===== src/rtl/acc_pkg.sv =====
// rtl/acc_pkg.sv - shared constants and types for the accumulator sequencer
// Purpose: data width, opcode encodings, FSM state encoding and an opcode
//          legality helper shared by acc_seq and acc_seq_flags.
// Ports:   none (package).
package acc_pkg;

  localparam int DW = 4;

  localparam logic [3:0] OP_ADD  = 4'd0;
  localparam logic [3:0] OP_SUB  = 4'd1;
  localparam logic [3:0] OP_AND  = 4'd2;
  localparam logic [3:0] OP_OR   = 4'd3;
  localparam logic [3:0] OP_XOR  = 4'd4;
  localparam logic [3:0] OP_NOT  = 4'd5;
  localparam logic [3:0] OP_SHL  = 4'd6;
  localparam logic [3:0] OP_SHR  = 4'd7;
  localparam logic [3:0] OP_LOAD = 4'd8;

  typedef enum logic [1:0] {
    ST_IDLE = 2'd0,
    ST_EXEC = 2'd1,
    ST_DONE = 2'd2
  } state_t;

  // Everything above LOAD is reserved and executes as a NOP.
  function automatic logic is_illegal(input logic [3:0] op);
    return op > OP_LOAD;
  endfunction

endpackage


===== src/rtl/acc_seq_flags.sv =====
// rtl/acc_seq_flags.sv - combinational status flag computation
// Purpose: zero/neg from the accumulator and, with ACC_SEQ_OVF_EN defined,
//          per-iteration signed overflow detection for ADD/SUB.
// Ports:   acc     in  DW  current accumulator (ALU A)
//          zero    out 1   acc == 0
//          neg     out 1   acc sign bit
//          opnd    in  DW  latched operand (ALU B)        [ACC_SEQ_OVF_EN]
//          alu_out in  DW  ALU result                     [ACC_SEQ_OVF_EN]
//          op      in  4   latched opcode                 [ACC_SEQ_OVF_EN]
//          ovf_hit out 1   this iteration overflows       [ACC_SEQ_OVF_EN]
module acc_seq_flags
  import acc_pkg::*;
(
  input  logic [DW-1:0] acc,
  output logic          zero,
  output logic          neg
`ifdef ACC_SEQ_OVF_EN
  ,
  input  logic [DW-1:0] opnd,
  input  logic [DW-1:0] alu_out,
  input  logic [3:0]    op,
  output logic          ovf_hit
`endif
);

  assign zero = (acc == '0);
  assign neg  = acc[DW-1];

`ifdef ACC_SEQ_OVF_EN
  // For SUB the effective operand is -B, whose sign is the inverse of B's.
  // The one exception is B = -8 (no positive counterpart): there the test
  // reduces to "A non-negative", which is exactly when A - (-8) overflows.
  // B = 0 cannot false-trigger because A - 0 never changes sign.
  always_comb begin
    ovf_hit = 1'b0;
    if (op == OP_ADD)
      ovf_hit = (acc[DW-1] == opnd[DW-1]) && (alu_out[DW-1] != acc[DW-1]);
    else if (op == OP_SUB)
      ovf_hit = (acc[DW-1] != opnd[DW-1]) && (alu_out[DW-1] != acc[DW-1]);
  end
`endif

endmodule


===== src/rtl/acc_seq.sv =====
// rtl/acc_seq.sv - instruction sequencer for the 4-bit signed accumulator
// Purpose: accepts one instruction (op, operand, repeat) per handshake, drives
//          an external ALU with A = acc and B = latched operand, writes the
//          result back once per iteration and reports retirement flags.
//          Optional overflow reporting is built with ACC_SEQ_OVF_EN.
// Ports:   clk, rst (async, active high)
//          in_valid/in_ready handshake, in_op[4], in_operand[4], in_rep[2]
//          alu_a/alu_b/alu_op out to the ALU, alu_out back from it
//          acc[4], done (retire pulse), err, zero, neg, ovf [ACC_SEQ_OVF_EN]
module acc_seq
  import acc_pkg::*;
(
  input  logic          clk,
  input  logic          rst,
  input  logic          in_valid,
  output logic          in_ready,
  input  logic [3:0]    in_op,
  input  logic [DW-1:0] in_operand,
  input  logic [1:0]    in_rep,
  output logic [DW-1:0] alu_a,
  output logic [DW-1:0] alu_b,
  output logic [3:0]    alu_op,
  input  logic [DW-1:0] alu_out,
  output logic [DW-1:0] acc,
  output logic          done,
  output logic          err,
  output logic          zero,
  output logic          neg
`ifdef ACC_SEQ_OVF_EN
  ,
  output logic          ovf
`endif
);

  state_t        state, state_nx;
  logic [3:0]    op_q;
  logic [DW-1:0] opnd_q;
  logic [1:0]    cnt;
  logic          zero_c, neg_c;

  assign alu_a  = acc;
  assign alu_b  = opnd_q;
  assign alu_op = op_q;

`ifdef ACC_SEQ_OVF_EN
  logic ovf_hit, ovf_q;

  acc_seq_flags u_flags (
    .acc     (acc),
    .zero    (zero_c),
    .neg     (neg_c),
    .opnd    (opnd_q),
    .alu_out (alu_out),
    .op      (op_q),
    .ovf_hit (ovf_hit)
  );
`else
  acc_seq_flags u_flags (
    .acc  (acc),
    .zero (zero_c),
    .neg  (neg_c)
  );
`endif

  always_ff @(posedge clk or posedge rst) begin
    if (rst) state <= ST_IDLE;
    else     state <= state_nx;
  end

  always_comb begin
    state_nx = state;
    in_ready = 1'b0;
    case (state)
      ST_IDLE: begin
        in_ready = 1'b1;
        if (in_valid) state_nx = ST_EXEC;
      end
      ST_EXEC: if (cnt == 2'd0) state_nx = ST_DONE;
      ST_DONE: state_nx = ST_IDLE;
      default: state_nx = ST_IDLE;
    endcase
  end

  // Flags are captured on the edge that leaves DONE, so done/err/zero/neg
  // become visible together in the first IDLE cycle after retirement.
  always_ff @(posedge clk or posedge rst) begin
    if (rst) begin
      op_q   <= '0;
      opnd_q <= '0;
      cnt    <= '0;
      acc    <= '0;
      done   <= 1'b0;
      err    <= 1'b0;
      zero   <= 1'b1;
      neg    <= 1'b0;
`ifdef ACC_SEQ_OVF_EN
      ovf_q  <= 1'b0;
      ovf    <= 1'b0;
`endif
    end else begin
      done <= 1'b0;
      case (state)
        ST_IDLE: begin
          if (in_valid) begin
            op_q   <= in_op;
            opnd_q <= in_operand;
            cnt    <= in_rep;
`ifdef ACC_SEQ_OVF_EN
            ovf_q  <= 1'b0;
`endif
          end
        end
        ST_EXEC: begin
          if (op_q == OP_LOAD)
            acc <= opnd_q;
          else if (!is_illegal(op_q))
            acc <= alu_out;
          if (cnt != 2'd0) cnt <= cnt - 2'd1;
`ifdef ACC_SEQ_OVF_EN
          ovf_q <= ovf_q | ovf_hit;
`endif
        end
        ST_DONE: begin
          done <= 1'b1;
          zero <= zero_c;
          neg  <= neg_c;
          err  <= is_illegal(op_q);
`ifdef ACC_SEQ_OVF_EN
          ovf  <= ovf_q;
`endif
        end
        default: ;
      endcase
    end
  end

endmodule


===== config.mk =====
export PLATFORM = sky130hd
export DESIGN_NAME = acc_seq
export DESIGN_NICKNAME = d
export VERILOG_FILES = /design/src/rtl/acc_pkg.sv /design/src/rtl/acc_seq_flags.sv /design/src/rtl/acc_seq.sv
export SDC_FILE = /design/constraint.sdc
export NUM_CORES = 1
export LEC_CHECK = 0
export CAP_MARGIN = 20
export CORE_ASPECT_RATIO = 1.25
export CORE_UTILIZATION = 35
export CTS_BUF_LIST = sky130_fd_sc_hd__clkbuf_4 sky130_fd_sc_hd__clkbuf_8 sky130_fd_sc_hd__clkbuf_16
export DETAILED_ROUTE_END_ITERATION = 10
export PLACE_DENSITY_LB_ADDON = 0.05
export SLEW_MARGIN = 30
export SYNTH_ARGS = -nofsm -noshare
export SYNTH_HDL_FRONTEND = slang
export SYNTH_SLANG_ARGS = --single-unit

===== constraint.sdc =====
create_clock -name clk -period 1.71 [get_ports clk]
set_input_delay 0.171 -clock clk [delete_from_list [all_inputs] [get_ports clk]]
set_output_delay 0.171 -clock clk [all_outputs]
set_load 0.1 [all_outputs]

==> results.md <==
* CTS tree: done
* Final setup violation count at 0
* Share of cells above drive strength 1 at 33.9%
* CTS sink cnt at 20
* Arr. time, crit path at 1820 ps
* Register bit count reported by yosys at 20
* Worst Setup End Kind: flip-flop
* ANT cells at 0
* Setup total negative slack at 0 ps
* Max-slew violations at 0
* Cell row count at 19
* Cells after Synth at 72
* Fillcell total at 192
* Die W at 46.7 um
* Synth Area per Inst at 12.2 um^2
* P&R area growth vs syn at 61.3%
* Crit start category: flip-flop
* Worst-Skew Late Latency at 300 ps
* Mapped Area at 876 um^2
* H-tree depth at 1
* Cells after DPL at 136
* Min Tclk post-route at 1600 ps
* Hold Vio Cnt, Final at 0
* Max Root-Sink Buffers at 2
* Clock Skew at 7.18 ps
* R2R Setup Slk at 110 ps
* Reg2reg start: alu_op[0]$_DFFE_PP0P_
* TritonCTS Buffers at 3
* Initial antenna violation count at 0
* Max Freq at 0.626 GHz
* WL/cell at 13.0 um
* Core ar. at 2280 um^2
* Total GRT Usage at 15.5%
* Die Height at 57.9 um
* Fin worst setup slack at 113 ps
* 1st-iter DRT viols at 10
* First-pass GRT wire length at 3.02 mm
* Root Driver: clkbuf_4
* Worst Path Required at 1930 ps
* Final Cycle Share at 93.4%
* Total vias in the final route at 682
* Synth warn at 0
* Number of vias per cell at 4.87
* IO Count at 38
* Number of global-route vias before repair at 711
* GP Congestion at 0.738
* Critical register-to-register path endpoint: acc[3]$_DFFE_PP0P_
* Drt pass-1 iters at 4
* Netlist cell types at 24
* Nets at 128
* DRC at 0
* Slew HR at 62.4%
* Syn Nets at 90
* Post-route antenna net violation count at 0
* RSZ-0062 raised after global routing: no
* Reg2reg path depth at 3
* MaxCap Viol Count at 0
* Die footprint at 2710 um^2
* Pin count of the biggest net entering global routing at 16
* Clk pin slew, worst setup/hold paths at 110 ps
* Hold crit path type: primary input to async pin
* Hpwl dp at 1.41 mm
* Crit Path Category: flip-flop to flip-flop
* # Post-CTS Setup Buffers at 0
* Seq/Total Area, Yosys at 57.3%
* Crit Path Max Fanout at 6
* Worst Tran Pin Value at 563 ps
* Worst hold margin at 208 ps
* Layout Cells excl Fill at 140
* Post-Route WL at 1.82 mm
* Starting Density at 38.4%
* I/O Buffers at 37
* GR Overflow Total at 0
* Setup WS pre-CTS at 54.1 ps
* Status: complete, no violations
[cell families (layout without fill, tap and decap cells)]
| family | after synthesis | in the layout | synth area share (%) |
|---|---|---|---|
| flip-flops | 20 | 20 | 57.3 |
| multiplexers | 9 | 9 | 11.6 |
| AND/OR/NAND/NOR | 15 | 15 | 9.71 |
| AO/OA/AOI/OAI | 14 | 14 | 11.9 |
| buffers and inverters | 13 | 50 | 8.14 |
| adder cells (fa/ha/maj) | 1 | 1 | 1.43 |
[area by class of cell]
class	count	area [um^2]	area share [%]
sequential	20	512	36.2
timing repair buffer	41	498	35.3
multi-input combinational	39	309	21.9
tap	31	38.8	2.75
clock buffer	4	36.3	2.57
inverter	5	18.8	1.33
[how the worst max path moves through the flow]
stage | end | depth (start not counted) | slack (ps) | start
after floorplan | acc[0]$_DFFE_PP0P_ | 4 | 10 | alu_op[0]$_DFFE_PP0P_
after global placement | acc[1]$_DFFE_PP0P_ | 3 | 140 | alu_op[0]$_DFFE_PP0P_
after detailed placement | acc[3]$_DFFE_PP0P_ | 3 | 50 | alu_op[0]$_DFFE_PP0P_
after CTS | acc[3]$_DFFE_PP0P_ | 3 | 30 | alu_op[0]$_DFFE_PP0P_
after global routing | cnt[1]$_DFFE_PP0P_ | 5 | 40 | cnt[0]$_DFFE_PP0P_
final | acc[3]$_DFFE_PP0P_ | 3 | 110 | alu_op[0]$_DFFE_PP0P_
[cell usage after synthesis]
cell type | n | area [um^2]
o32ai_1 | 1 | 8.76
nand2_1 | 3 | 11.3
dfrtp_1 | 19 | 475
inv_1 | 5 | 18.8
and2_1 | 1 | 6.26
nor3b_1 | 2 | 15.0
dfstp_2 | 1 | 26.3
nor2_1 | 3 | 11.3
a221oi_1 | 1 | 8.76
o21ai_0 | 1 | 5.00
nor2b_1 | 2 | 12.5
nand2b_1 | 1 | 6.26
ha_1 | 1 | 12.5
clkbuf_2 | 1 | 5.00
o22ai_1 | 4 | 25.0
buf_4 | 5 | 37.5
a21boi_2 | 1 | 11.3
o21ai_1 | 2 | 10.0
buf_2 | 2 | 10.0
or4b_1 | 1 | 10.0
nor3_1 | 1 | 5.00
a2bb2oi_1 | 4 | 35.0
or4_1 | 1 | 7.51
mux2_1 | 9 | 101
[layout by cell type (no fill, tap or decap), types with 2 or more instances in the layout]
cell              n
o21ai_1           2
dfrtp_1          15
inv_1             5
dfrtp_2           2
nor2b_1           2
nand2_1           3
dfrtp_4           2
buf_4            13
o22ai_1           4
buf_12           12
clkdlybuf4s50_1  16
a2bb2oi_1         4
clkbuf_4          3
mux2_1            9
nor2_1            2
nor3b_1           2
[state kept, by name, summed over array words and instances (netlist names)]
register / cells
alu_b: 4
acc: 4
neg: 1
cnt: 2
state: 2
err: 1
alu_op: 4
zero: 1
done: 1
[timing repair]
item                       CTS  global route
gates resized for setup      0             1
setup endpoints to repair    0             4
hold buffers                 0             0
[metal layers]
layer / vias up / track usage [%] / wire length, um
li1: 324 / - / -
met1: 316 / 18.2 / 746
met2: 38 / 27.0 / 948
met3: 4 / 1.87 / 104
met4: 0 / 7.35 / 16
met5: - / 0 / 0
[per-stage QoR]
stage | utilization (%) | cell area, um^2
detailed placement | 60.1 | 1370
CTS | 61.7 | 1410
finish | 61.9 | 1410
floorplan | - | 888
global route | 61.9 | 1410
global placement | 60.1 | 1370
[critical path, cell delays in order, from the launching register on]
cell and delay [ps]:
dfrtp_4 510, or4b_4 590, a21boi_2 230, a2bb2oi_1 190
Power is left out: the tool's default activity adds up to more than one toggle a clock period on the data nets, which glitch-free logic cannot reach.
